**src/rtl/code_wp_bank.sv**
```systemverilog
`default_nettype none
// ============================================================================
// Module      : code_wp_bank
// Description : NREG sticky write-1-to-set code write-protect bits with
//               write screening and blocked-write bookkeeping (addr/count/IRQ).
// Revision    : 1.0 - initial release
// ============================================================================
module code_wp_bank #(
    parameter int              NREG         = 4,
    parameter int              AW           = 32,
    parameter logic [AW-1:0]   REGION_BASE  = '0,
    parameter int              REGION_SHIFT = 12,
    parameter logic [NREG-1:0] BOOT_MASK    = NREG'(1),
    parameter int              CNT_W        = 8
) (
    input  logic             clk,
    input  logic             rst_n,
    input  logic             lock_i,
    input  logic             wp_set_i,
    input  logic [NREG-1:0]  wp_set_mask_i,
    input  logic             manuf_mode_i,
    input  logic             wr_valid_i,
    input  logic [AW-1:0]    wr_addr_i,
    output logic             wr_block_o,
    output logic [NREG-1:0]  wp_q,
    output logic             viol_pending_o,
    output logic [AW-1:0]    viol_addr_o,
    output logic [CNT_W-1:0] viol_cnt_o,
    input  logic             viol_clr_i
);

    localparam logic [AW-1:0]    c_nreg_aw = AW'(NREG);
    localparam logic [CNT_W-1:0] c_cnt_max = '1;

    logic [AW-1:0]    w_off;
    logic [AW-1:0]    w_idx;
    logic             w_in_range;
    logic [NREG-1:0]  w_region_hit;

    logic             boot_done_q,    boot_done_d;
    logic [NREG-1:0]  wp_d;
    logic             viol_pending_q, viol_pending_d;
    logic [AW-1:0]    viol_addr_q,    viol_addr_d;
    logic [CNT_W-1:0] viol_cnt_q,     viol_cnt_d;

    // Region decode: addresses below the base or past the last region map nowhere.
    always_comb begin
        w_off      = wr_addr_i - REGION_BASE;
        w_idx      = w_off >> REGION_SHIFT;
        w_in_range = (wr_addr_i >= REGION_BASE) && (w_idx < c_nreg_aw);
    end

    for (genvar i = 0; i < NREG; i++) begin : g_hit
        assign w_region_hit[i] = w_in_range && (w_idx == AW'(i));
    end

    assign wr_block_o = wr_valid_i & (|(w_region_hit & wp_q));

    always_comb begin
        boot_done_d = 1'b1;
        wp_d        = wp_q
                    | {NREG{lock_i}}
                    | (wp_set_i ? wp_set_mask_i : '0)
                    | ((!boot_done_q && !manuf_mode_i) ? BOOT_MASK : '0);

        // A clear takes effect before a same-cycle violation is recorded.
        viol_pending_d = viol_clr_i ? 1'b0 : viol_pending_q;
        viol_addr_d    = viol_clr_i ? '0   : viol_addr_q;
        viol_cnt_d     = viol_clr_i ? '0   : viol_cnt_q;

        if (wr_block_o) begin
            if (viol_cnt_d != c_cnt_max) begin
                viol_cnt_d = viol_cnt_d + 1'b1;
            end
            if (!viol_pending_d) begin
                viol_pending_d = 1'b1;
                viol_addr_d    = wr_addr_i;
            end
        end
    end

    always_ff @(posedge clk or negedge rst_n) begin
        if (!rst_n) begin
            boot_done_q    <= 1'b0;
            wp_q           <= '0;
            viol_pending_q <= 1'b0;
            viol_addr_q    <= '0;
            viol_cnt_q     <= '0;
        end else begin
            boot_done_q    <= boot_done_d;
            wp_q           <= wp_d;
            viol_pending_q <= viol_pending_d;
            viol_addr_q    <= viol_addr_d;
            viol_cnt_q     <= viol_cnt_d;
        end
    end

    assign viol_pending_o = viol_pending_q;
    assign viol_addr_o    = viol_addr_q;
    assign viol_cnt_o     = viol_cnt_q;

endmodule
`default_nettype wire

```
**config.mk**
```make
export PLATFORM = sky130hd
export DESIGN_NAME = code_wp_bank
export DESIGN_NICKNAME = d
export VERILOG_FILES = /design/src/rtl/code_wp_bank.sv
export SDC_FILE = /design/constraint.sdc
export NUM_CORES = 1
export LEC_CHECK = 0
export CORE_UTILIZATION = 41
export DETAILED_ROUTE_END_ITERATION = 12
export GPL_ROUTABILITY_DRIVEN = 0
export PLACE_DENSITY_LB_ADDON = 0.3
export SYNTH_ARGS = -nofsm -noshare
export SYNTH_HDL_FRONTEND = slang
export SYNTH_SLANG_ARGS = --single-unit
```
**constraint.sdc**
```tcl
create_clock -name clk -period 1.83 [get_ports clk]
set_input_delay 0.2745 -clock clk [delete_from_list [all_inputs] [get_ports clk]]
set_output_delay 0.2745 -clock clk [all_outputs]
set_load 0.02 [all_outputs]
```
; ---- After elaboration in Yosys (flattened, before gate mapping)
; Index checks and enable logic that the tools add are counted.
[op_classes]
shifts = 0
n_reduce_logical = 10
mul = 0
mux = 10
bitwise = 5
eq_ne = 4
div = 0
addsub = 1
n_lt_le_gt_ge = 2
[op_table]
columns = op, count
row1 = 32-bit two-way mux, 3
row2 = "20-bit by 2-bit == test with 1-bit output, second input constant", 2
row3 = "32-bit by 1-bit greater-or-equal comparator with 1-bit output, second input constant", 1
row4 = 32-bit logical NOT, 1
row5 = 8-bit two-way mux, 3
row6 = "20-bit by 1-bit == test with 1-bit output, second input constant", 1
row7 = "20-bit by 3-bit < comparator with 1-bit output, second input constant", 1
row8 = "8-bit by 1-bit adder with 8-bit output, second input constant", 1
row9 = "8-bit inequality test, second input constant", 1
row10 = 4-bit OR, 2
row11 = 1-bit logical AND, 6
row12 = 4-bit AND, 1
row13 = 4-bit two-way mux, 1
row14 = 4-bit by 1-bit OR with 4-bit output, 1
row15 = 4-bit OR reduction, 1
row16 = 1-bit two-way mux, 3
row17 = 1-bit logical NOT, 2
row18 = 1-bit AND, 1
[totals]
n_memories = 0
output_inout_bits = 46
latch_bits = 0
romBits = 0
elab_cells = 37
in_bits = 43
ramBits = 0
register_bits = 46

; ---- Depth between registers and ports, before layout
; Gate-level depths: netlist of the first run.
[depth]
depth_word = 7
depth_mapped = 6
mapped_depth_nobuf = 5

; ---- Worst setup path after synthesis of the first run
; OpenSTA, ideal clock, no wires.
[synth_path]
path_kind = register -> register
start = reg wp_q[3]
end = reg viol_addr_q[12] (netlist: viol_addr_o[12])
path_buffers = 2
required_ps = 1709
setup_time_ps = 121
t_arrival_ps = 1610
slack_ps = 99
synth_period_minus_slack_ps = 1731
stages_incl_launch_ff = 6
path_cell_list = dfrtp_1 > mux4_2 > and4_4 > buf_6 > buf_8 > a22o_1
[synth_via]
elab_chain_len = 4
[synth_lines]
columns = element, line_no
row1 = from (decl), 25  ; output logic [NREG-1:0] wp_q,
row2 = from (signal assigned), 91  ; wp_q <= wp_d;
row3 = 4-bit AND, 57  ; assign wr_block_o = wr_valid_i & (|(w_region_hit & wp_q));
row4 = 4-bit OR reduction, 57
row5 = 1-bit AND, 57
row6 = 32-bit two-way mux, 71  ; if (wr_block_o) begin
row7 = via viol_addr_d[12], 43  ; logic [AW-1:0] viol_addr_q, viol_addr_d;
row8 = to (signal assigned), 93  ; viol_addr_q <= viol_addr_d;
row9 = to (decl), 43
; The timed path passes the listed nets, and every way through them passes these cells.

; ---- Worst setup path after layout of the first run
[layout_path]
start = reg wp_q[3]
end = out wr_block_o
[layout_via]
elab_chain_len = 3
[layout_lines]
columns = element, line_no
row1 = 4-bit AND, 57
row2 = 4-bit OR reduction, 57
row3 = 1-bit AND, 57
row4 = to (decl), 24  ; output logic wr_block_o,
; No other way between the ends.

==> reports/results.md, run 1 <==
| Item | This run |
|---|---|
| Run status | finished with violations |
| Failing checks | design-rule violations |
| Part of the total power dissipated in combinational logic | 9.4% |
| Count of cells along the worst hold path | 1 |
| Worst slew margin | 62.99% |
| Area of the mapped netlist | 0.001963 mm² |
| Count of routing violations after the opening detailed-route iteration | 105 |
| Effective utilization at floorplan | 43.88% |
| Drc violations | 7 |
| Worst Setup Slack, final | 0.07186 ns |
| Total of endpoints with negative setup slack in the final report | 0 |
| Worst supply voltage drop on vdd | 0.4242 mV |
| Fraction of the yosys area taken by sequential cells | 58.64% |
| Routed WL per cell | 15.27 µm |
| Via count of the routed design | 1655 |
| Synth cell types | 34 |
| Horiz. Die Dim | 71.20 µm |
| TritonCTS clock tree | done |
| Final critical-path share of the clock period | 96.07% |
| Crit path max-delay family | multiplexers |
| Worst Setup Start Kind | flip-flop |
| Depth of the worst register-to-register path | 5 |
| Measured slew at the worst slew-check pin | 0.5552 ns |
| Unrepaired setup endpoints after global routing | no |
| Critical path class | reg2out |
| Overall overflow remaining after global route | 0 |
| Number of antenna violations at the first check in global routing | 0 |
| Power density cells | 570.4 mW/mm² |
| Antenna Violating Nets Remaining | 0 |
| Worst hold path class | reg2reg |
| Worst Path Arrival | 1.48 ns |
| Via-per-instance ratio | 5.188 |
| Cell Rows | 24 |
| HPWL Detailed | 3.636 mm |
| Number of pins exceeding their max-slew limit in the final report | 0 |
| Worst setup slack before clock tree synthesis | -0.5622 ns |
| Highest Clock Rate | 0.5688 GHz |
| Crit Path Max Fanout | 2 |
| Proportion of power drawn by the clock network | 35.1% |
| Final cell utilization of the core | 71.81% |
| CP Cell Sequence | mux4_2 > and3_4 > buf_6 |
| Worst skew pair latency | 0.29 ns |
| Post-synthesis sequential element count | 46 |
| Area Growth Syn to Fin | 63.67% |
| Footprint of the flip-flops and latches | 0.001151 mm² |
| Pin count of the biggest net entering global routing | 25 |
| Gate count of the mapped netlist | 151 |
| Total routing usage reported by global routing | 20.15% |
| Cell area after placement | 0.003065 mm² |
| Internal Pwr Total | 1.433 mW |
| Standby leakage power | 1.476 nW |
| Antenna diode instance count | 0 |
| Time the worst path needs with I/O delays and setup | 1.758 ns |
| Router iterations before antenna repair | 8 |
| Design Power | 1.833 mW |
| Highest-count cells in the layout ignoring fill and taps | 73 x sky130_fd_sc_hd__clkdlybuf4s50_1, 46 x sky130_fd_sc_hd__dfrtp_1, 22 x sky130_fd_sc_hd__buf_4, 20 x sky130_fd_sc_hd__and2_1, 10 x sky130_fd_sc_hd__a22o_1 |
| Cts bufs inserted | 5 |
| Maximum clock path buffer count | 2 |
| Number of standard cells in the final layout excluding fillers | 319 |
| YS warnings | 0 |
| Maximum level of the CTS H-tree | 2 |
| CP Data Required Time | 1.56 ns |
| Number of logic stages on the critical path including buffering | 3 |
| First-pass GRT wire length | 7.769 mm |
| Proportion of power drawn by flip-flops and latches | 55.5% |
| Number of I/O pins | 89 |
| Footprint of the multi-input gates | 779.5 µm² |
| Height of the die | 71.20 µm |
| Number of global-route vias before repair | 1646 |
| Switching part of the total | 21.82% |
| Total core area | 0.004474 mm² |
| Final hold violation count | 0 |
| Nets@finish | 310 |
| Quantity of I/O buffers inserted on ports | 88 |
| Psw | 0.3999 mW |
| CP Capture Type | primary output |
| Number of max-capacitance violations reported | 0 |
| Cell with the largest stage delay on the worst path | sky130_fd_sc_hd__mux4_2 |
| Stage delay of the slowest cell on the critical path | 0.51 ns |
| Number of placed cells counting well taps | 310 |
| Most common library cell in the layout ignoring fill and taps | sky130_fd_sc_hd__clkdlybuf4s50_1 |
| Clock slew seen by the registers of the worst setup and hold paths | 0.08 ns |
| Fillcell total | 336 |
| Finished Cell Area | 0.003213 mm² |
| Routed Wire Length | 4.870 mm |
| Synth Area per Inst | 13.00 µm² |
| Fraction of final layout cells sized beyond drive strength 1 | 18.73% |
| Die Area | 0.005069 mm² |
| Clock sink count | 46 |
| Clk Tree Root Cell | sky130_fd_sc_hd__clkbuf_8 |
| Worst setup skew after layout | 0.005017 ns |
| Total nets after synthesis | 195 |
| Combined buffer and inverter count along the critical path | 1 |
[worst reg2reg max path, delay by kind of cell (launching register included)]
family	cells	cell delay, ns
muxes	1	0.51
DFF	1	0.39
buffers and inverters	2	0.37
AOI/OAI and AO/OA	1	0.24
and+or+nand+nor	1	0.14
[synthesized netlist by cell type]
cell type | count | share of area, %
sky130_fd_sc_hd__a22o_1 | 10 | 4.5
sky130_fd_sc_hd__nor2b_1 | 4 | 1.3
sky130_fd_sc_hd__dfrtp_1 | 46 | 59
sky130_fd_sc_hd__nand4_1 | 7 | 2.2
sky130_fd_sc_hd__a211o_1 | 3 | 1.3
sky130_fd_sc_hd__nor3b_1 | 1 | 0.38
sky130_fd_sc_hd__ha_1 | 1 | 0.64
sky130_fd_sc_hd__o21ai_0 | 1 | 0.25
sky130_fd_sc_hd__nand2b_1 | 6 | 1.9
sky130_fd_sc_hd__nor2_1 | 2 | 0.38
sky130_fd_sc_hd__and3_2 | 1 | 0.38
sky130_fd_sc_hd__conb_1 | 1 | 0.19
sky130_fd_sc_hd__a21oi_1 | 2 | 0.51
sky130_fd_sc_hd__clkbuf_1 | 1 | 0.19
sky130_fd_sc_hd__buf_6 | 4 | 2.3
sky130_fd_sc_hd__and4_1 | 3 | 1.3
sky130_fd_sc_hd__mux2i_1 | 2 | 1.0
sky130_fd_sc_hd__and3b_1 | 1 | 0.45
sky130_fd_sc_hd__nor3_1 | 2 | 0.51
sky130_fd_sc_hd__and4b_1 | 1 | 0.51
sky130_fd_sc_hd__nor4b_1 | 2 | 0.89
sky130_fd_sc_hd__nand3_1 | 3 | 0.76
sky130_fd_sc_hd__nor4_1 | 7 | 2.2
sky130_fd_sc_hd__mux4_2 | 1 | 1.1
sky130_fd_sc_hd__and2_1 | 20 | 6.4
sky130_fd_sc_hd__buf_8 | 1 | 0.76
sky130_fd_sc_hd__a41oi_4 | 1 | 1.4
sky130_fd_sc_hd__xnor2_1 | 3 | 1.3
sky130_fd_sc_hd__a211oi_1 | 1 | 0.38
sky130_fd_sc_hd__mux2_2 | 3 | 1.7
sky130_fd_sc_hd__inv_1 | 1 | 0.19
sky130_fd_sc_hd__and4_4 | 1 | 0.57
sky130_fd_sc_hd__a22o_2 | 4 | 2.0
sky130_fd_sc_hd__and3_1 | 4 | 1.3
[metrics by stage]
step	TNS (ns)	hold WS, ns
after global routing	0	0.4419
after detailed placement	-11.31	0.2901
after CTS	0	0.4392
final	0	0.4403
after global placement	-10.48	0.2843
after floorplan	0	-0.02109
[state kept, by name, summed over array words and instances, names as in the netlist]
register	flops
viol_cnt_o	8
boot_done_q	1
viol_addr_o	32
viol_pending_o	1
wp_q	4
[routing by layer]
metal	vias up	part of all wire, %	track usage, %
met5	-	0	0
met4	0	0.82	6.000
met3	4	8.2	6.980
met2	59	48	33.23
met1	802	43	25.12
li1	790	-	-
[layout make-up]
type                       count  share of cell area (%)
clock buffer                   7                   2.687
clock inverter                 1                  0.2726
inverter                       1                  0.1168
multi-input combinational     98                   24.26
sequential                    46                   35.83
tap                           52                   2.025
timing repair buffer         114                   34.81
[path summary, 6_finish.rpt]
check	start	end	slack (ns)
worst max register to register	wp_q[3]	viol_addr_o[16]	0.11
max in group asynchronous	rst_n	viol_addr_o[17]	0.78
worst min-delay path	boot_done_q	wp_q[0]	0.44
worst max-delay path	wp_q[3]	wr_block_o	0.07
min in group asynchronous	rst_n	viol_addr_o[10]	0.53
worst min register to register	boot_done_q	wp_q[0]	0.44
[logic make-up (layout without fill, tap and decap cells)]
kind of cell / count (synthesis) / in the layout / synth area share, %
DFF: 46 / 46 / 58.64
muxes: 6 / 6 / 3.888
and+or+nand+nor: 65 / 65 / 21.48
adders and majority gates: 1 / 1 / 0.6372
AOI/OAI and AO/OA: 22 / 22 / 10.39
other: 1 / 1 / 0.1910
xor gates and xnor gates: 3 / 3 / 1.339
buffers and inverters: 7 / 123 / 3.441
[power groups by stage]
stage / Combinational, mW / Sequential [mW] / Clock [mW]
3_3_place_gp: 0.170 / 1.04 / 0
3_5_place_dp: 0.174 / 1.04 / 0
2_1_floorplan: 0.0274 / 1.04 / 0
5_1_grt: 0.187 / 1.02 / 0.699
6_report: 0.172 / 1.02 / 0.644
4_1_cts: 0.175 / 1.02 / 0.667
[what timing repair did]
item                                   in CTS  in global routing
endpoints found under the hold margin      23                  0
hold buffers                                1                  0
setup endpoints to repair                   8                 18
pin swaps                                   4                  4
buffers inserted                            0                  0
gates resized for setup                    18                  7
Note: power is estimated with default switching activity, not from simulation.
==> run 2, diff against run 1 <==
--- a/config.mk
+++ b/config.mk
@@ -5,9 +5,8 @@
 export SDC_FILE = /design/constraint.sdc
 export NUM_CORES = 1
 export LEC_CHECK = 0
-export CORE_UTILIZATION = 41
+export CORE_UTILIZATION = 37
 export DETAILED_ROUTE_END_ITERATION = 12
-export GPL_ROUTABILITY_DRIVEN = 0
 export PLACE_DENSITY_LB_ADDON = 0.3
 export SYNTH_ARGS = -nofsm -noshare
 export SYNTH_HDL_FRONTEND = slang
==> constraint.sdc (replaced) <==
create_clock -name clk -period 1.45 [get_ports clk]
set_input_delay 0.2175 -clock clk [delete_from_list [all_inputs] [get_ports clk]]
set_output_delay 0.2175 -clock clk [all_outputs]
set_load 0.02 [all_outputs]
==> run 2 against run 1 <==
  * The run ends with negative setup slack left
  * Critical path type unchanged
  * Wire length increased by 3.8%
  * Count of clock-buffer cells in the layout decreased by 1
  * Critical endpoint unchanged
  * Cell count increased by 7.2%
  * Largest cell class unchanged
  * Clock skew decreased by 0.00054 ns
  * Power increased by 26%
==> reports/results.md, run 2 (synthesis gave the netlist of run 1 again) <==
| Item | This run | Change |
|---|---|---|
| Cell Rows | 26 | was 24 |
| Cell area after placement | 0.003144 mm² | was 0.003065 mm² |
| TritonCTS clock tree | done | unchanged |
| CP Capture Type | primary output | unchanged |
| Unrepaired setup endpoints after global routing | yes | was no |
| Nets@finish | 315 | was 310 |
| Crit Path Max Fanout | 2 | unchanged |
| Standby leakage power | 1.666 nW | was 1.476 nW |
| Total routing usage reported by global routing | 19.21% | was 20.15% |
| Height of the die | 74.84 µm | was 71.20 µm |
| Quantity of I/O buffers inserted on ports | 88 | unchanged |
| Maximum level of the CTS H-tree | 2 | unchanged |
| Drc violations | 0 | was 7 |
| Worst Setup Start Kind | flip-flop | unchanged |
| Internal reg-to-reg setup slack | -0.25 ns | was 0.11 ns |
| Fin Hold WS | 0.3165 ns | was 0.4403 ns |
| Worst setup skew after layout | 0.004473 ns | was 0.005017 ns |
| Overall overflow remaining after global route | 0 | unchanged |
| Part of the total power dissipated in combinational logic | 9.2% | was 9.4% |
| Total core area | 0.005107 mm² | was 0.004474 mm² |
| CP Data Required Time | 1.23 ns | was 1.56 ns |
| Worst hold path class | in2reg | was reg2reg |
| CP Cell Sequence | mux4_2 > and3_4 > buf_6 | unchanged |
| First-pass GRT wire length | 7.852 mm | was 7.769 mm |
| Worst hold path startpoint | wr_addr_i[12] | was boot_done_q |
| Hold endpoint | viol_addr_o[12] | was wp_q[0] |
| Number of antenna violations at the first check in global routing | 0 | unchanged |
| Fraction of final layout cells sized beyond drive strength 1 | 25.00% | was 18.73% |
| Crit Reg-Reg Startpoint | wp_q[3] | unchanged |
| Via count of the routed design | 1661 | was 1655 |
| Endpoint of the lowest-slack register-to-register path | viol_addr_o[14] | was viol_addr_o[16] |
| Clk Tree Root Cell | sky130_fd_sc_hd__clkbuf_8 | unchanged |
| Cts bufs inserted | 5 | unchanged |
| Final critical-path share of the clock period | 120.5% |  |
| Pin count of the biggest net entering global routing | 33 | was 25 |
| Max FFs per register | 32 | unchanged |
| Cell with the largest stage delay on the worst path | sky130_fd_sc_hd__mux4_2 | unchanged |
| Time the worst path needs with I/O delays and setup | 1.747 ns |  |
| Routed WL per cell | 14.78 µm | was 15.27 µm |
| Number of max-capacitance violations reported | 0 | unchanged |
| Worst Path Arrival | 1.53 ns | was 1.48 ns |
| Antenna Violating Nets Remaining | 0 | unchanged |
| Switching part of the total | 22.37% | was 21.82% |
| Highest-count cells in the layout ignoring fill and taps | 47 x sky130_fd_sc_hd__dlygate4sd2_1, 41 x sky130_fd_sc_hd__dfrtp_1, 35 x sky130_fd_sc_hd__clkdlybuf4s50_1, 27 x sky130_fd_sc_hd__buf_4, 19 x sky130_fd_sc_hd__and2_1 | was 73 x sky130_fd_sc_hd__clkdlybuf4s50_1, 46 x sky130_fd_sc_hd__dfrtp_1, 22 x sky130_fd_sc_hd__buf_4, 20 x sky130_fd_sc_hd__and2_1, 10 x sky130_fd_sc_hd__a22o_1 |
| Final Wtd Congestion | 0.7625 |  |
| Total of endpoints with negative setup slack in the final report | 40 | was 0 |
| Final TNS setup | -8.273 ns | was 0 ns |
| Finished Cell Area | 0.003244 mm² | was 0.003213 mm² |
| Antenna diode instance count | 0 | unchanged |
| Number of global-route vias before repair | 1723 | was 1646 |
| Number of pins exceeding their max-slew limit in the final report | 0 | unchanged |
| Worst supply voltage drop on vdd | 0.4794 mV | was 0.4242 mV |
| Count of routing violations after the opening detailed-route iteration | 48 | was 105 |
| Failing checks | negative setup slack | was design-rule violations |
| Critical path class | reg2out | unchanged |
| Power density cells | 713.4 mW/mm² | was 570.4 mW/mm² |
| Psw | 0.5177 mW | was 0.3999 mW |
| Area Growth Syn to Fin | 65.26% | was 63.67% |
| Routed Wire Length | 5.056 mm | was 4.870 mm |
| Effective utilization at floorplan | 38.44% | was 43.88% |
| Via-per-instance ratio | 4.857 | was 5.188 |
| Run status | finished with violations | unchanged |
| Router iterations before antenna repair | 4 | was 8 |
| Depth of the worst register-to-register path | 5 | unchanged |
| Die Area | 0.005601 mm² | was 0.005069 mm² |
| Most common library cell in the layout ignoring fill and taps | sky130_fd_sc_hd__dlygate4sd2_1 | was sky130_fd_sc_hd__clkdlybuf4s50_1 |
| Worst Setup Slack, final | -0.2966 ns | was 0.07186 ns |
| Clock sink count | 46 | unchanged |
| Final cell utilization of the core | 63.52% | was 71.81% |
| Count of cells along the worst hold path | 2 | was 1 |
| Clock slew seen by the registers of the worst setup and hold paths | 0.09 ns | was 0.08 ns |
| Proportion of power drawn by the clock network | 35.4% | was 35.1% |
| Maximum clock path buffer count | 2 | unchanged |
| Stage delay of the slowest cell on the critical path | 0.52 ns | was 0.51 ns |
| Combined buffer and inverter count along the critical path | 1 | unchanged |
| Final hold violation count | 0 | unchanged |
| Worst skew pair latency | 0.29 ns | about the same |
| Worst setup slack before clock tree synthesis | -0.7814 ns | was -0.5622 ns |
| Crit path max-delay family | multiplexers | unchanged |
| Internal Pwr Total | 1.797 mW | was 1.433 mW |
| Highest Clock Rate | 0.5725 GHz |  |
| HPWL Detailed | 3.764 mm | was 3.636 mm |
| Proportion of power drawn by flip-flops and latches | 55.4% | was 55.5% |
| Horiz. Die Dim | 74.84 µm | was 71.20 µm |
| Number of I/O pins | 89 | unchanged |
==> run 2: routing by layer <==
metal | global-route usage (%) | share of wire (%) | vias to the layer above
li1 | - | - | 798
met1 | 22.92 | 43 | 783
met2 | 32.53 | 47 | 74
met3 | 5.890 | 8.2 | 6
met4 | 7.547 | 1.4 | 0
met5 | 0 | 0 | -
==> run 2: power groups by stage <==
stage	Clock (mW)	Sequential [mW]	Combinational [mW]
after floorplan	0	1.31	0.0352
after global placement	0	1.31	0.208
after detailed placement	0	1.31	0.213
after CTS	0.843	1.28	0.217
after global routing	0.892	1.28	0.233
final	0.818	1.28	0.213
==> run 2: repair_timing <==
item / in CTS / in global routing
pin swaps: 2 / 5
hold endpoints to repair: 14 / 0
hold buffers: 1 / 0
buffers inserted: 0 / 1
gates resized for setup: 58 / 7
endpoints found under the setup margin: 86 / 41
cloned: 0 / 0
==> run 2: final cells by class <==
cell class	count	area, µm²
clock buffers	6	82.58
clock inverters	2	12.51
fillers	460	1863
inverters	1	3.754
multi-input cells	98	808.3
flip-flops and latches	46	1157
well taps	70	87.58
repair buffers	119	1092
==> run 2: worst max path at each step <==
stage | slack [ns] | startpoint | depth (start not counted) | endpoint
6_report | -0.30 | wp_q[3] | 3 | wr_block_o
5_1_grt | -0.34 | wp_q[3] | 3 | wr_block_o
4_1_cts | -0.28 | wp_q[3] | 3 | wr_block_o
3_5_place_dp | -0.78 | wr_addr_i[18] | 5 | wr_block_o
3_3_place_gp | -0.75 | wr_addr_i[12] | 4 | wr_block_o
2_1_floorplan | -0.26 | wp_q[3] | 5 | viol_addr_o[12]
==> run 2: through the flow <==
stage          power (mW)  instances
6_report            2.314        342
5_1_grt             2.408        342
4_1_cts             2.344        341
3_5_place_dp        1.522        332
3_3_place_gp        1.517        332
2_1_floorplan       1.344        151
==> run 2: worst register-to-register path, cell delays in order (launching register included) <==
cell                      delay, ns
sky130_fd_sc_hd__dfrtp_2       0.41
sky130_fd_sc_hd__mux4_2        0.52
sky130_fd_sc_hd__buf_6         0.17
sky130_fd_sc_hd__a41oi_4       0.15
sky130_fd_sc_hd__buf_12        0.20
sky130_fd_sc_hd__and2_1        0.18
